### config.mk
export PLATFORM = sky130hd
export DESIGN_NAME = uart_core_cfg
export DESIGN_NICKNAME = d
export VERILOG_FILES = /design/src/rtl/uart_core_cfg.sv
export SDC_FILE = /design/constraint.sdc
export NUM_CORES = 1
export LEC_CHECK = 0
export CAP_MARGIN = 20
export CORE_MARGIN = 2
export CORE_UTILIZATION = 45
export DETAILED_ROUTE_END_ITERATION = 10
export PLACE_DENSITY = 0.66
export SLEW_MARGIN = 0
export SYNTH_ARGS = -nofsm -noshare
export SYNTH_HDL_FRONTEND = slang
export SYNTH_SLANG_ARGS = --single-unit
export TNS_END_PERCENT = 20
### constraint.sdc
create_clock -name clk -period 1.64 [get_ports clk]
set_input_delay 0.164 -clock clk [delete_from_list [all_inputs] [get_ports clk]]
set_output_delay 0.164 -clock clk [all_outputs]
set_load 0.05 [all_outputs]
### src/rtl/uart_core_cfg.sv
// uart_core_cfg: full-duplex UART with configurable framing and oversampled, majority-voted RX
module uart_core_cfg #(
    parameter int CLOCK_FREQUENCY = 100_000_000,
    parameter int BAUD_RATE       = 115_200,
    parameter int DATA_BITS       = 8,
    parameter int PARITY          = 0,
    parameter int STOP_BITS       = 1,
    parameter int OVERSAMPLE      = 16
) (
    input  logic                 clk,
    input  logic                 rst_in,
    input  logic [DATA_BITS-1:0] tx_data_in,
    input  logic                 tx_valid_in,
    output logic                 tx_ready_out,
    output logic                 tx_serial_out,
    output logic                 tx_done_out,
    input  logic                 rx_serial_in,
    output logic [DATA_BITS-1:0] rx_data_out,
    output logic                 rx_valid_out,
    output logic                 rx_parity_err_out,
    output logic                 rx_frame_err_out
);
    localparam int OS_RAW = CLOCK_FREQUENCY / (BAUD_RATE * OVERSAMPLE);
    localparam int OS_DIV = OS_RAW < 1 ? 1 : OS_RAW;
    localparam int BIT_CLKS = OVERSAMPLE * OS_DIV;
    localparam int DW = $clog2(OS_DIV + 1);
    localparam int CW = $clog2(BIT_CLKS + 1);
    localparam int OW = $clog2(OVERSAMPLE + 1);
    localparam int H = OVERSAMPLE / 2;
    localparam logic HAS_PAR = PARITY != 0;
    localparam logic ODD = PARITY == 1;

    logic [DW-1:0] div_cnt;
    logic os_tick;
    assign os_tick = div_cnt == DW'(OS_DIV - 1);
    always_ff @(posedge clk)
        div_cnt <= (rst_in || os_tick) ? '0 : div_cnt + 1'b1;

    typedef enum logic [2:0] {TX_IDLE, TX_START, TX_DATA, TX_PAR, TX_STOP} tx_state_t;
    tx_state_t tx_state, tx_next;
    logic [CW-1:0] tx_cnt, tx_cnt_n;
    logic [3:0] tx_idx, tx_idx_n;
    logic [DATA_BITS-1:0] tx_shift, tx_shift_n;
    logic tx_par, tx_par_n, tx_line, tx_line_n, tx_bit_end;

    assign tx_bit_end = tx_cnt == CW'(BIT_CLKS - 1);
    assign tx_ready_out = tx_state == TX_IDLE && !rst_in;
    assign tx_done_out = tx_state == TX_STOP && tx_bit_end && tx_idx == 4'(STOP_BITS - 1);
    assign tx_serial_out = tx_line;

    always_ff @(posedge clk) begin
        if (rst_in) begin
            tx_state <= TX_IDLE;
            tx_cnt   <= '0;
            tx_idx   <= '0;
            tx_shift <= '0;
            tx_par   <= 1'b0;
            tx_line  <= 1'b1;
        end else begin
            tx_state <= tx_next;
            tx_cnt   <= tx_cnt_n;
            tx_idx   <= tx_idx_n;
            tx_shift <= tx_shift_n;
            tx_par   <= tx_par_n;
            tx_line  <= tx_line_n;
        end
    end

    // tx_line is registered one step ahead so the pin changes exactly on bit boundaries
    always_comb begin
        tx_next    = tx_state;
        tx_cnt_n   = tx_bit_end ? '0 : tx_cnt + 1'b1;
        tx_idx_n   = tx_idx;
        tx_shift_n = tx_shift;
        tx_par_n   = tx_par;
        tx_line_n  = tx_line;
        case (tx_state)
            TX_IDLE: begin
                tx_cnt_n = '0;
                if (tx_valid_in && tx_ready_out) begin
                    tx_next    = TX_START;
                    tx_shift_n = tx_data_in;
                    tx_par_n   = (^tx_data_in) ^ ODD;
                    tx_line_n  = 1'b0;
                end
            end
            TX_START: if (tx_bit_end) begin
                tx_next   = TX_DATA;
                tx_idx_n  = '0;
                tx_line_n = tx_shift[0];
            end
            TX_DATA: if (tx_bit_end) begin
                if (tx_idx == 4'(DATA_BITS - 1)) begin
                    tx_next   = HAS_PAR ? TX_PAR : TX_STOP;
                    tx_idx_n  = '0;
                    tx_line_n = HAS_PAR ? tx_par : 1'b1;
                end else begin
                    tx_idx_n   = tx_idx + 1'b1;
                    tx_shift_n = tx_shift >> 1;
                    tx_line_n  = tx_shift[1];
                end
            end
            TX_PAR: if (tx_bit_end) begin
                tx_next   = TX_STOP;
                tx_idx_n  = '0;
                tx_line_n = 1'b1;
            end
            TX_STOP: if (tx_bit_end) begin
                tx_next  = tx_done_out ? TX_IDLE : TX_STOP;
                tx_idx_n = tx_idx + 1'b1;
            end
            default: tx_next = TX_IDLE;
        endcase
    end

    typedef enum logic [2:0] {RX_IDLE, RX_START, RX_DATA, RX_PAR, RX_STOP} rx_state_t;
    rx_state_t rx_state, rx_next;
    logic [1:0] rx_sync;
    logic rx_s, rx_prev;
    logic [OW-1:0] os_cnt, os_cnt_n;
    logic [3:0] rx_idx, rx_idx_n;
    logic [DATA_BITS-1:0] rx_shift, rx_shift_n;
    logic s0, s1, s0_n, s1_n, rx_perr, rx_perr_n;
    logic maj, resolve, rx_bit_end, deliver;

    assign rx_s = rx_sync[1];
    assign maj = (s0 & s1) | (s0 & rx_s) | (s1 & rx_s);
    assign resolve = os_tick && os_cnt == OW'(H);
    assign rx_bit_end = os_tick && os_cnt == OW'(OVERSAMPLE - 1);

    always_ff @(posedge clk) begin
        if (rst_in) begin
            rx_state          <= RX_IDLE;
            rx_sync           <= 2'b11;
            rx_prev           <= 1'b1;
            os_cnt            <= '0;
            rx_idx            <= '0;
            rx_shift          <= '0;
            s0                <= 1'b1;
            s1                <= 1'b1;
            rx_perr           <= 1'b0;
            rx_data_out       <= '0;
            rx_valid_out      <= 1'b0;
            rx_parity_err_out <= 1'b0;
            rx_frame_err_out  <= 1'b0;
        end else begin
            rx_state     <= rx_next;
            rx_sync      <= {rx_sync[0], rx_serial_in};
            rx_prev      <= rx_s;
            os_cnt       <= os_cnt_n;
            rx_idx       <= rx_idx_n;
            rx_shift     <= rx_shift_n;
            s0           <= s0_n;
            s1           <= s1_n;
            rx_perr      <= rx_perr_n;
            rx_valid_out <= deliver;
            if (deliver) begin
                rx_data_out       <= rx_shift;
                rx_parity_err_out <= rx_perr;
                rx_frame_err_out  <= !maj;
            end
        end
    end

    // s0/s1 hold the first two votes; the third is the live sample at the resolve tick
    always_comb begin
        rx_next    = rx_state;
        os_cnt_n   = rx_bit_end ? '0 : os_cnt + OW'(os_tick);
        s0_n       = (os_tick && os_cnt == OW'(H - 2)) ? rx_s : s0;
        s1_n       = (os_tick && os_cnt == OW'(H - 1)) ? rx_s : s1;
        rx_idx_n   = rx_idx;
        rx_shift_n = rx_shift;
        rx_perr_n  = rx_perr;
        deliver    = 1'b0;
        case (rx_state)
            RX_IDLE: begin
                os_cnt_n = '0;
                if (rx_prev && !rx_s) begin
                    rx_next   = RX_START;
                    rx_perr_n = 1'b0;
                end
            end
            RX_START: begin
                if (resolve && maj)
                    rx_next = RX_IDLE;
                else if (rx_bit_end) begin
                    rx_next  = RX_DATA;
                    rx_idx_n = '0;
                end
            end
            RX_DATA: begin
                if (resolve)
                    rx_shift_n = {maj, rx_shift[DATA_BITS-1:1]};
                if (rx_bit_end) begin
                    rx_idx_n = rx_idx + 1'b1;
                    if (rx_idx == 4'(DATA_BITS - 1))
                        rx_next = HAS_PAR ? RX_PAR : RX_STOP;
                end
            end
            RX_PAR: begin
                if (resolve)
                    rx_perr_n = maj ^ (^rx_shift) ^ ODD;
                if (rx_bit_end)
                    rx_next = RX_STOP;
            end
            RX_STOP: if (resolve) begin
                deliver = 1'b1;
                rx_next = RX_IDLE;
            end
            default: rx_next = RX_IDLE;
        endcase
    end
endmodule

After elaboration in Yosys (flattened, before gate mapping)
Index checks and enable logic that the tools add are counted.
{"block": "word_totals", "input_bits": 12, "output_inout_bits": 14, "word_cells": 137, "reg_bits": 69}
{"block": "op_classes", "n_bitwise": 6, "add_sub_neg": 5, "mux": 40, "n_eq_ne": 33, "n_reduce_logical": 34}
{"op": "two-way mux 3 bit", "count": 14}
{"op": "one-hot mux 3 bit (5 select lines)", "count": 2}
{"op": "two-way mux 4 bit", "count": 7}
{"op": "inequality test 2 bit (second input constant)", "count": 14}
{"op": "two-way mux 8 bit", "count": 3}
{"op": "one-hot mux 8 bit (2 select lines)", "count": 1}
{"op": "equality test 3 x 2 -> 1 bit (second input constant)", "count": 4}
{"op": "one-hot mux 4 bit (3 select lines)", "count": 1}
{"op": "AND reduction 4 bit", "count": 3}
{"op": "AND reduction 6 bit", "count": 2}
{"op": "adder 10 x 1 -> 10 bit (second input constant)", "count": 1}
{"op": "equality test 10 bit (second input constant)", "count": 1}
{"op": "equality test 5 x 3 -> 1 bit (second input constant)", "count": 2}
{"op": "equality test 5 x 4 -> 1 bit (second input constant)", "count": 2}
{"op": "logical AND 1 bit", "count": 10}
{"op": "two-way mux 1 bit", "count": 9}
{"op": "adder 4 x 1 -> 4 bit (second input constant)", "count": 2}
{"op": "equality test 4 x 3 -> 1 bit (second input constant)", "count": 2}
{"op": "one-hot mux 4 bit (2 select lines)", "count": 1}
{"op": "parity 8 bit", "count": 1}
{"op": "adder 6 x 1 -> 6 bit (second input constant)", "count": 1}
{"op": "equality test 3 x 1 -> 1 bit (second input constant)", "count": 2}
{"op": "equality test 3 bit (second input constant)", "count": 2}
{"op": "equality test 6 bit (second input constant)", "count": 1}
{"op": "20 further kinds", "count": 30}

Depth between registers and ports, before layout
Gate-level depths: netlist of the first run.
{"block": "depth", "word_depth": 6, "depth_mapped": 9, "mapped_depth_nobuf": 9}

Worst setup path before layout of the first run
OpenSTA, ideal clock, no wires.
{"block": "synth_timing", "path_type": "register to output", "start": "register tx_cnt[0]", "end": "output port tx_done_out", "stages_incl_launch_ff": 7, "path_slack_ns": -0.499, "arrival_time_ns": 1.975, "required_ns": 1.476, "n_path_buf": 1, "cell_sequence": "dfxtp_1 -> ha_1 -> nand4_1 -> nor3_1 -> buf_2 -> nand3_1 -> nor2_1"}
{"block": "synth_between", "elab_chain_len": 3}
{"item": "from (decl)", "line_no": "41", "rtl": "logic [CW-1:0] tx_cnt, tx_cnt_n;"}
{"item": "from (signal assigned)", "line_no": "61", "rtl": "tx_cnt <= tx_cnt_n;"}
{"item": "equality test 10 bit", "line_no": "46", "rtl": "assign tx_bit_end = tx_cnt == CW'(BIT_CLKS - 1);"}
{"item": "logical AND 1 bit (2 in a row)", "line_no": "48", "rtl": "assign tx_done_out = tx_state == TX_STOP && tx_bit_end && tx_idx == 4'(STOP_BITS - 1);"}
{"item": "to (decl)", "line_no": "16", "rtl": "output logic tx_done_out,"}
No other way between the ends.

Final worst setup path of the first run
{"block": "layout_timing", "start": "register tx_state[0]", "end": "output port tx_done_out"}
{"block": "layout_between", "elab_chain_len": 3}
{"item": "from (decl)", "line_no": "40", "rtl": "tx_state_t tx_state, tx_next;"}
{"item": "from (signal assigned)", "line_no": "60", "rtl": "tx_state <= tx_next;"}
{"item": "equality test 3 bit", "line_no": "48"}
{"item": "logical AND 1 bit (2 in a row)", "line_no": "48"}
No other way between the ends.

==> flow_metrics.tcl, run 1 <==
set metrics [dict create \
    status "finished, violations left" \
    violations "setup timing" \
    grt_max_degree 28 \
    min-delay-path-class "in2reg" \
    wl_met1_mm 3.05 \
    setup_viol 9 \
    fin_crit_sh_pct 109 \
    die_w_um 87.7 \
    netlist_instances 349 \
    p_sw_w 0.000809 \
    overflow 0 \
    insertion_delay_ns 0.34 \
    synth_ff_type "dfxtp_1" \
    synth.avg_cell_area_um2 9.02 \
    ios 26 \
    cts_buffer_depth 2 \
    initialDrtViolationCount 109 \
    vias 2659 \
    grt_pass1_wl_mm 11.1 \
    fin_skew_ns 0.0102 \
    met3_length_um 248 \
    dr.pass1.iters 4 \
    synth-edff-count 0 \
    hold_path_startpoint "rst_in" \
    p_leak_nw 1.62 \
    ys_ff_latch 69 \
    rows 30 \
    crit_path_max_fanout 2 \
    p_per_area_nw_per_um2 823 \
    seq_power_share_pct 49.4 \
    clock_power_share_pct 44.2 \
    die-area_um2 7680 \
    setup_tns_ns -0.684 \
    wl_per_cell_um 13.0 \
    worstPathArrival_ns 1.62 \
    maxSlewHeadroom_pct 67.7 \
    wl_mm 6.76 \
    dr_wl_met2_mm 3.33 \
    crit_start "tx_state[0]" \
    synth_area_leader_cell "dfxtp_1" \
    clk_pin_slew_worst_paths_ns 0.08 \
    finalMaxSlewViolations 0 \
    route.detailed.drc 0 \
    clkSinkCount 69 \
    vias_per_cell 5.12 \
    final_nets 438 \
    ir_drop_mv 0.504 \
    grt_util_all_layers_pct 18.3 \
    synth_cell_types 50 \
    placedCellCount 493 \
    grt_pass1_vias 2565 \
    root_buffer "clkbuf_8" \
    combPwrFrac_pct 6.4 \
    startpoint_type "flip-flop" \
    synth_async_sr_flop_share_pct 0 \
    h-tree-depth 3 \
    cap_violations 0 \
    seq_area_frac_synth_pct 43.9 \
    num_antenna_cells 0 \
    place.gp.congestion 0.833 \
    syn_nets 369 \
    syn_to_final_growth_pct 34.8 \
    die-height_um 87.7 \
    coreArea_um2 6790 \
    yosysWarnings 0 \
    pre_cts_ws_ns -0.161 \
    endpoint_kind "output port" \
    drive_above_1_share_pct 29.3 \
    synthesis.area_um2 3150 \
    worst_slew_pin_slew_ns 0.486 \
    internal_power_w 0.00268 \
    rsz0062_at_grt "true" \
    initial_utilization_pct 46.4 \
    finalHoldViolCount 0 \
    ctsHoldBuffers 0 \
    final_cells 519 \
    post-route-min-period_ns 1.79 \
    fillers 568 \
    cts_made_buffers 9 \
    post-synth-top-area-fraction_pct 43.9 \
    sw_frac_of_total_pct 23.2 \
    clock.fmax_mhz 559 \
    dp_hpwl_mm 4.28 \
    cts_tree "built" \
    portBuffers 25 \
    antenna_left 0 \
    synthTopCellsByArea "dfxtp_1 44%, nor2_1 7.6%, mux2i_1 6.0%" \
    final_core_util_pct 62.5 \
    timing.rr.start "tx_state[0]" \
    worstPathRequired_ns 1.48 \
    grt_antenna_before_repair 0 \
    route.top_layer_used "met4" \
    fin_ws_ns -0.148 \
    path_class "reg2out" \
]
[final cells by class]
| cell class | instances | area, um2 | area share [%] |
|---|---|---|---|
| inverter | 10 | 37.5 | 0.884 |
| multi-input combinational | 252 | 1820 | 42.9 |
| clock buffer | 9 | 124 | 2.92 |
| tap | 96 | 120 | 2.83 |
| sequential | 69 | 1390 | 32.8 |
| clock inverter | 7 | 98.8 | 2.33 |
| timing repair buffer | 76 | 653 | 15.4 |
[power groups by stage]
stage / registers [W] / clock network, W / logic [W]
2_1_floorplan: 0.00176 / 0 / 0.000109
3_3_place_gp: 0.00176 / 0 / 0.000193
3_5_place_dp: 0.00176 / 0 / 0.000194
4_1_cts: 0.00172 / 0.00158 / 0.000214
5_1_grt: 0.00173 / 0.00166 / 0.000245
6_report: 0.00173 / 0.00154 / 0.000224
[kinds of logic after synthesis]
logic type	count (synthesis)	synth area share, %
AO/OA/AOI/OAI	43	10.6
multiplexers	19	6.04
adder cells (fa/ha/maj)	9	3.50
buffers and inverters	29	4.29
AND/OR/NAND/NOR	157	24.9
flip-flops	69	43.9
XOR/XNOR	23	6.83
[synthesized netlist by cell type, drive strengths merged (5+ instances only)]
library cell	instances
or2	6
dfxtp	69
and3	5
a21oi	12
or3	6
inv	10
mux2i	19
nor3	13
clkbuf	12
nor2	66
xnor2	13
o21ai	5
xor2	9
nand4	5
nand3	12
ha	8
nand2b	5
a311oi	9
buf	7
nand2	22
[path summary, 6_finish.rpt]
kind	to	slack (ns)	cells after the start
max	tx_done_out	-0.15	5
min	tx_cnt[2]	0.11	2
max reg2reg	tx_idx[1]	-0.12	7
min reg2reg	rx_sync[1]	0.41	1
[worst max-delay path: stages (launching register included)]
cell     delay (ns)
dfxtp_2        0.34
buf_6          0.11
or3b_4         0.40
buf_4          0.16
nor2_4         0.12
buf_12         0.14
[state kept, by name, indices dropped and copies added, names as in the netlist, 2 cells and up]
signal       flops
os_cnt           5
tx_idx           4
rx_idx           4
tx_shift         8
tx_cnt          10
rx_sync          2
rx_data_out      8
div_cnt          6
tx_state         3
rx_state         3
rx_shift         8
[metal layers]
| metal | global-route usage (%) | vias up |
|---|---|---|
| li1 | - | 1348 |
| met1 | 21.7 | 1246 |
| met2 | 30.6 | 53 |
| met3 | 6.13 | 12 |
| met4 | 7.41 | 0 |
| met5 | 0 | - |
[timing repair]
action / in CTS / in global routing
gates resized for setup: 32 / 21
pin swaps: 9 / 19
endpoints found under the setup margin: 32 / 43
buffers inserted: 8 / 1
cloned: 0 / 1
[cells in the final DEF, fill, tap and decap left out, drive strengths merged, types with 3 or more instances in the layout]
cell type and count:
clkbuf 9, a21oi 12, dlygate4sd2 3, nand2 22, xor2 9, a311oi 9, or2 6, nand4 5
ha 8, nor2 66, nand3 12, nand2b 5, inv 11, a211oi 3, or3 6, o211a 3
mux2i 19, clkinv 3, and3 5, buf 63, and2 3, o21ai 5, nor3 13, clkdlybuf4s50 10
xnor2 13, dfxtp 69
[stage by stage]
step / hold WS [ns] / power (W) / area, um2
finish: 0.110 / 0.00349 / 4240
global placement: 0.393 / 0.00195 / 3740
global route: 0.106 / 0.00363 / 4240
detailed placement: 0.398 / 0.00195 / 3740
CTS: 0.0903 / 0.00351 / 4140
floorplan: 0.268 / 0.00187 / 3160
Note: power is estimated with default switching activity, not from simulation.
==> run 2: changes to the inputs <==
SETUP_SLACK_MARGIN = 0.5   (was default)
==> flow_metrics.tcl, run 2 (synthesized netlist as in run 1, its figures left out) <==
set metrics [dict create \
    status "finished, violations left" \
    violations "setup timing" \
    final_cell_mix "58 x nor2_1, 58 x dfxtp_1, 47 x buf_4" \
    die-area_um2 7680 \
    overflow 0 \
    initialDrtViolationCount 109 \
    portBuffers 25 \
    rows 30 \
    insertion_delay_ns 0.33 \
    fin_skew_ns 0.00691 \
    syn_to_final_growth_pct 42.2 \
    endpoint_kind "flip-flop" \
    grt_antenna_before_repair 0 \
    finalMaxSlewViolations 0 \
    num_antenna_cells 0 \
    startpoint_type "flip-flop" \
    final_nets 445 \
    cts_tree "built" \
    regMostFlops "tx_cnt" \
    cts_made_buffers 9 \
    clock.fmax_mhz 570 \
    grt_pass1_wl_mm 11.5 \
    h-tree-depth 3 \
    min-delay-path-class "in2reg" \
    place_area_um2 3830 \
    die-height_um 87.7 \
    ios 26 \
    coreArea_um2 6790 \
    fin_ws_ns -0.114 \
    wl_mm 7.04 \
    dr.pass1.iters 4 \
    clk_pin_slew_worst_paths_ns 0.08 \
    clkSinkCount 69 \
    grt_max_degree 26 \
    worst_slew_pin_slew_ns 0.425 \
    finish.instance_area_um2 4480 \
    rsz0062_at_grt "true" \
    setup_viol 18 \
    initial_utilization_pct 46.4 \
    crit_path_max_fanout 5 \
    finalHoldViolCount 0 \
    hold_ws_ns 0.127 \
    fillers 522 \
    path_class "reg2reg" \
    grt_util_all_layers_pct 18.7 \
    worstPathArrival_ns 1.97 \
    die_w_um 87.7 \
    vias 2681 \
    ir_drop_mv 0.496 \
    vias_per_cell 5.10 \
    root_buffer "clkbuf_8" \
    antenna_left 0 \
    post-route-min-period_ns 1.75 \
    place.gp.congestion 0.800 \
    setup_tns_ns -0.637 \
    drive_above_1_share_pct 37.7 \
    route.detailed.drc 0 \
    p_per_area_nw_per_um2 746 \
    fin_crit_sh_pct 107 \
    cts_buffer_depth 2 \
    cap_violations 0 \
    p_leak_nw 1.70 \
    wl_per_cell_um 13.4 \
    maxSlewHeadroom_pct 71.4 \
    dp_hpwl_mm 4.48 \
    grt_pass1_vias 2605 \
    largest_reg_flops 10 \
    worstPathRequired_ns 1.86 \
]
run 2: through the flow:
step / power, W / instances / util, % / setup slack (ns)
finish: 0.00334 / 526 / 65.9 / -0.114
global route: 0.00348 / 526 / 65.9 / -0.198
CTS: 0.00336 / 518 / 63.5 / -0.166
detailed placement: 0.00196 / 487 / 56.4 / 0.0114
global placement: 0.00195 / 487 / 56.4 / 0.0289
floorplan: 0.00188 / 349 / - / 0.0237
run 2: where the power goes:
part | internal (W) | switching, W | total (W)
clock network | 0.000707 | 0.000668 | 0.00137
logic | 0.000119 | 0.000123 | 0.000242
registers | 0.00170 | 0.0000199 | 0.00172
run 2: layout make-up:
cell class              count  area [um2]  area share (%)
flip-flops and latches     69        1400            31.2
clock inverters             7        73.8            1.65
inverters                  10        37.5           0.838
repair buffers             83         774            17.3
clock buffers               9         124            2.77
well taps                  96         120            2.68
multi-input cells         252        1950            43.6
run 2: layer usage:
layer  wire length [um]  track usage [%]  vias up
li1                   -                -     1364
met1               3280             24.5     1279
met2               3540             30.2       32
met3                165             3.30        6
met4                 66             8.39        0
met5                  0                0        -
run 2: critical path: stages, from the launching register on:
cell and delay, ns:
dfxtp_2 0.34, ha_4 0.15, nand4_1 0.11, nor3_2 0.06, buf_4 0.14, buf_6 0.12
buf_8 0.13, buf_4 0.13, buf_6 0.11, a311oi_2 0.29, nor4_2 0.06
run 2: path summary, 6_finish.rpt:
kind                                  from     endpoint  slack, ns  cells after the start
worst max-delay path             tx_cnt[0]  tx_state[0]      -0.11                     10
worst min-delay path                rst_in  tx_shift[7]       0.13                      2
worst max register to register   tx_cnt[0]  tx_state[0]      -0.11                     10
worst min register to register  rx_sync[0]   rx_sync[1]       0.42                      1
run 2: repair_timing:
action	4_1_cts	5_1_grt
buffers inserted	14	7
setup endpoints to repair	73	68
pin swaps	48	21
gates cloned	1	1
hold buffers	0	0
resized for setup	73	19
==> run 3: changes to the inputs <==
CELL_PAD_IN_SITES_DETAIL_PLACEMENT = 1   (was default)
CELL_PAD_IN_SITES_GLOBAL_PLACEMENT = 2   (was default)
CORE_UTILIZATION = 32   (was 45)
PLACE_DENSITY = 0.73   (was 0.66)
SKIP_LAST_GASP = 1   (was default)
SLEW_MARGIN = default   (was 0)
==> flow_metrics.tcl, run 3 (synthesized netlist as in run 1, its figures left out) <==
set metrics [dict create \
    status "finished, violations left" \
    violations "setup timing" \
    clkSinkCount 69 \
    initialDrtViolationCount 37 \
    die_w_um 103 \
    hold_path_startpoint "rst_in" \
    syn_to_final_growth_pct 37.9 \
    ios 26 \
    layout_commonest_cell "nor2_1" \
    crit_path_max_fanout 2 \
    p_per_area_nw_per_um2 798 \
    cap_violations 0 \
    final_nets 443 \
    cts_buffer_depth 2 \
    route.detailed.drc 0 \
    coreArea_um2 9680 \
    grt_antenna_before_repair 0 \
    regMostFlops "tx_cnt" \
    drive_above_1_share_pct 30.9 \
    reg2reg_to "tx_shift[2]" \
    setup_tns_ns -1.12 \
    finalHoldViolCount 0 \
    fin_skew_ns 0.0120 \
    final_cells 560 \
    path_delay_family "simple AND/OR/NAND/NOR gates" \
    crit_buf_inv 2 \
    reg2reg_depth 8 \
    rsz0062_at_grt "true" \
    initial_utilization_pct 32.5 \
    path_cells "nand4b_1 > nor3_2 > buf_4 > nand3_4 > nor2_4 > buf_12" \
    wl_per_cell_um 13.6 \
    antenna_left 0 \
    grt_pass1_wl_mm 12.5 \
    timing.rr.start "tx_cnt[7]" \
    post-route-min-period_ns 1.83 \
    vias_per_cell 4.79 \
    finish.instance_area_um2 4340 \
    endpoint_kind "output port" \
    rrSetupSlack_ns -0.10 \
    place.gp.congestion 0.758 \
    placedCellCount 529 \
    grt_max_degree 24 \
    holdPathEnd "tx_state[2]" \
    h-tree-depth 3 \
    dp_hpwl_mm 5.35 \
    maxSlewHeadroom_pct 67.1 \
    num_antenna_cells 0 \
    path_class "reg2out" \
    setup_viol 16 \
    worst_slew_pin_slew_ns 0.491 \
    ir_drop_mv 0.445 \
    clk_pin_slew_worst_paths_ns 0.07 \
    max_stage_delay_ns 0.31 \
    hold_ws_ns 0.180 \
    place_area_um2 3900 \
    largest_reg_flops 10 \
    grt_pass1_vias 2756 \
    grt_util_all_layers_pct 15.2 \
    die-area_um2 10700 \
    wl_mm 7.59 \
    cts_made_buffers 9 \
    p_leak_nw 1.63 \
    min-delay-path-class "in2reg" \
    worstPathArrival_ns 1.66 \
    cts_tree "built" \
    insertion_delay_ns 0.35 \
    die-height_um 103 \
    dr.pass1.iters 4 \
    rows 36 \
    ctsHoldBuffers 0 \
    clock.fmax_mhz 547 \
    fin_ws_ns -0.188 \
    pre_cts_ws_ns -0.0472 \
    overflow 0 \
    fin_crit_sh_pct 111 \
    cpMaxStageDelayCell "dfxtp_1" \
    vias 2682 \
    finalMaxSlewViolations 0 \
    portBuffers 25 \
    root_buffer "clkbuf_8" \
    final_cell_mix "62 x nor2_1, 61 x dfxtp_1, 56 x buf_4" \
    startpoint_type "flip-flop" \
    hold_depth 2 \
    worstPathRequired_ns 1.48 \
]
==> run 3: changes by cell type in the layout (fill, tap and decap cells not counted), moves of 3 or more <==
cell	change
a21oi_1	+4
a21oi_2	-4
a311oi_1	+4
a311oi_2	-4
buf_4	+9
buf_6	-7
dfxtp_1	+3
nor2_1	+4
nor2_2	-3
xnor2_1	+3
xnor2_2	-3
==> run 3: worst max path at each step <==
stage                  end  slack, ns        start  depth (start not counted)
2_1_floorplan    tx_idx[3]       0.02  tx_state[2]                          5
3_3_place_gp   tx_shift[2]       0.02  tx_state[1]                          6
3_5_place_dp     rx_idx[3]      -0.05   div_cnt[1]                          7
5_1_grt        tx_done_out      -0.27    tx_cnt[7]                          6
6_report       tx_done_out      -0.19    tx_cnt[7]                          6
4_1_cts        tx_done_out      -0.21    tx_cnt[0]                          7
==> run 3: power by group <==
group | switching, W | internal (W) | leakage (nW) | total [W]
Sequential | 0.0000207 | 0.00171 | 0.562 | 0.00173
Combinational | 0.000114 | 0.000110 | 0.964 | 0.000224
Clock | 0.000667 | 0.000847 | 0.101 | 0.00151
==> run 3: worst register-to-register path: cells and delay by family (launching register included) <==
kind                   cells  cell delay (ns)
AOI/OAI and AO/OA          2             0.38
and+or+nand+nor            3             0.57
DFF                        1             0.31
buffers and inverters      3             0.39
==> run 3: area by class of cell <==
| class | instances | area, um2 |
|---|---|---|
| clock buffers | 9 | 124 |
| clock inverters | 6 | 88.8 |
| fillers | 1117 | 5340 |
| inverters | 10 | 37.5 |
| multi-input cells | 252 | 1830 |
| flip-flops and latches | 69 | 1390 |
| well taps | 133 | 166 |
| repair buffers | 81 | 708 |
==> run 3: per-layer routing <==
metal / global-route usage [%] / wire length, um / vias to the layer above
met5: 0 / 0 / -
met4: 6.68 / 140 / 0
met3: 3.56 / 161 / 13
met2: 26.3 / 3800 / 16
met1: 18.0 / 3480 / 1302
li1: - / - / 1351
==> run 3: per-stage QoR <==
stage	power (W)	utilization, %
after floorplan	0.00188	-
after CTS	0.00351	44.1
final	0.00346	44.8
after global placement	0.00195	40.3
after global routing	0.00363	44.8
after detailed placement	0.00196	40.3
==> run 3: timing repair <==
item,CTS,global route
buffers inserted,12,3
pin swaps,14,14
endpoints found under the setup margin,71,71
resized for setup,25,12
gates cloned,1,0
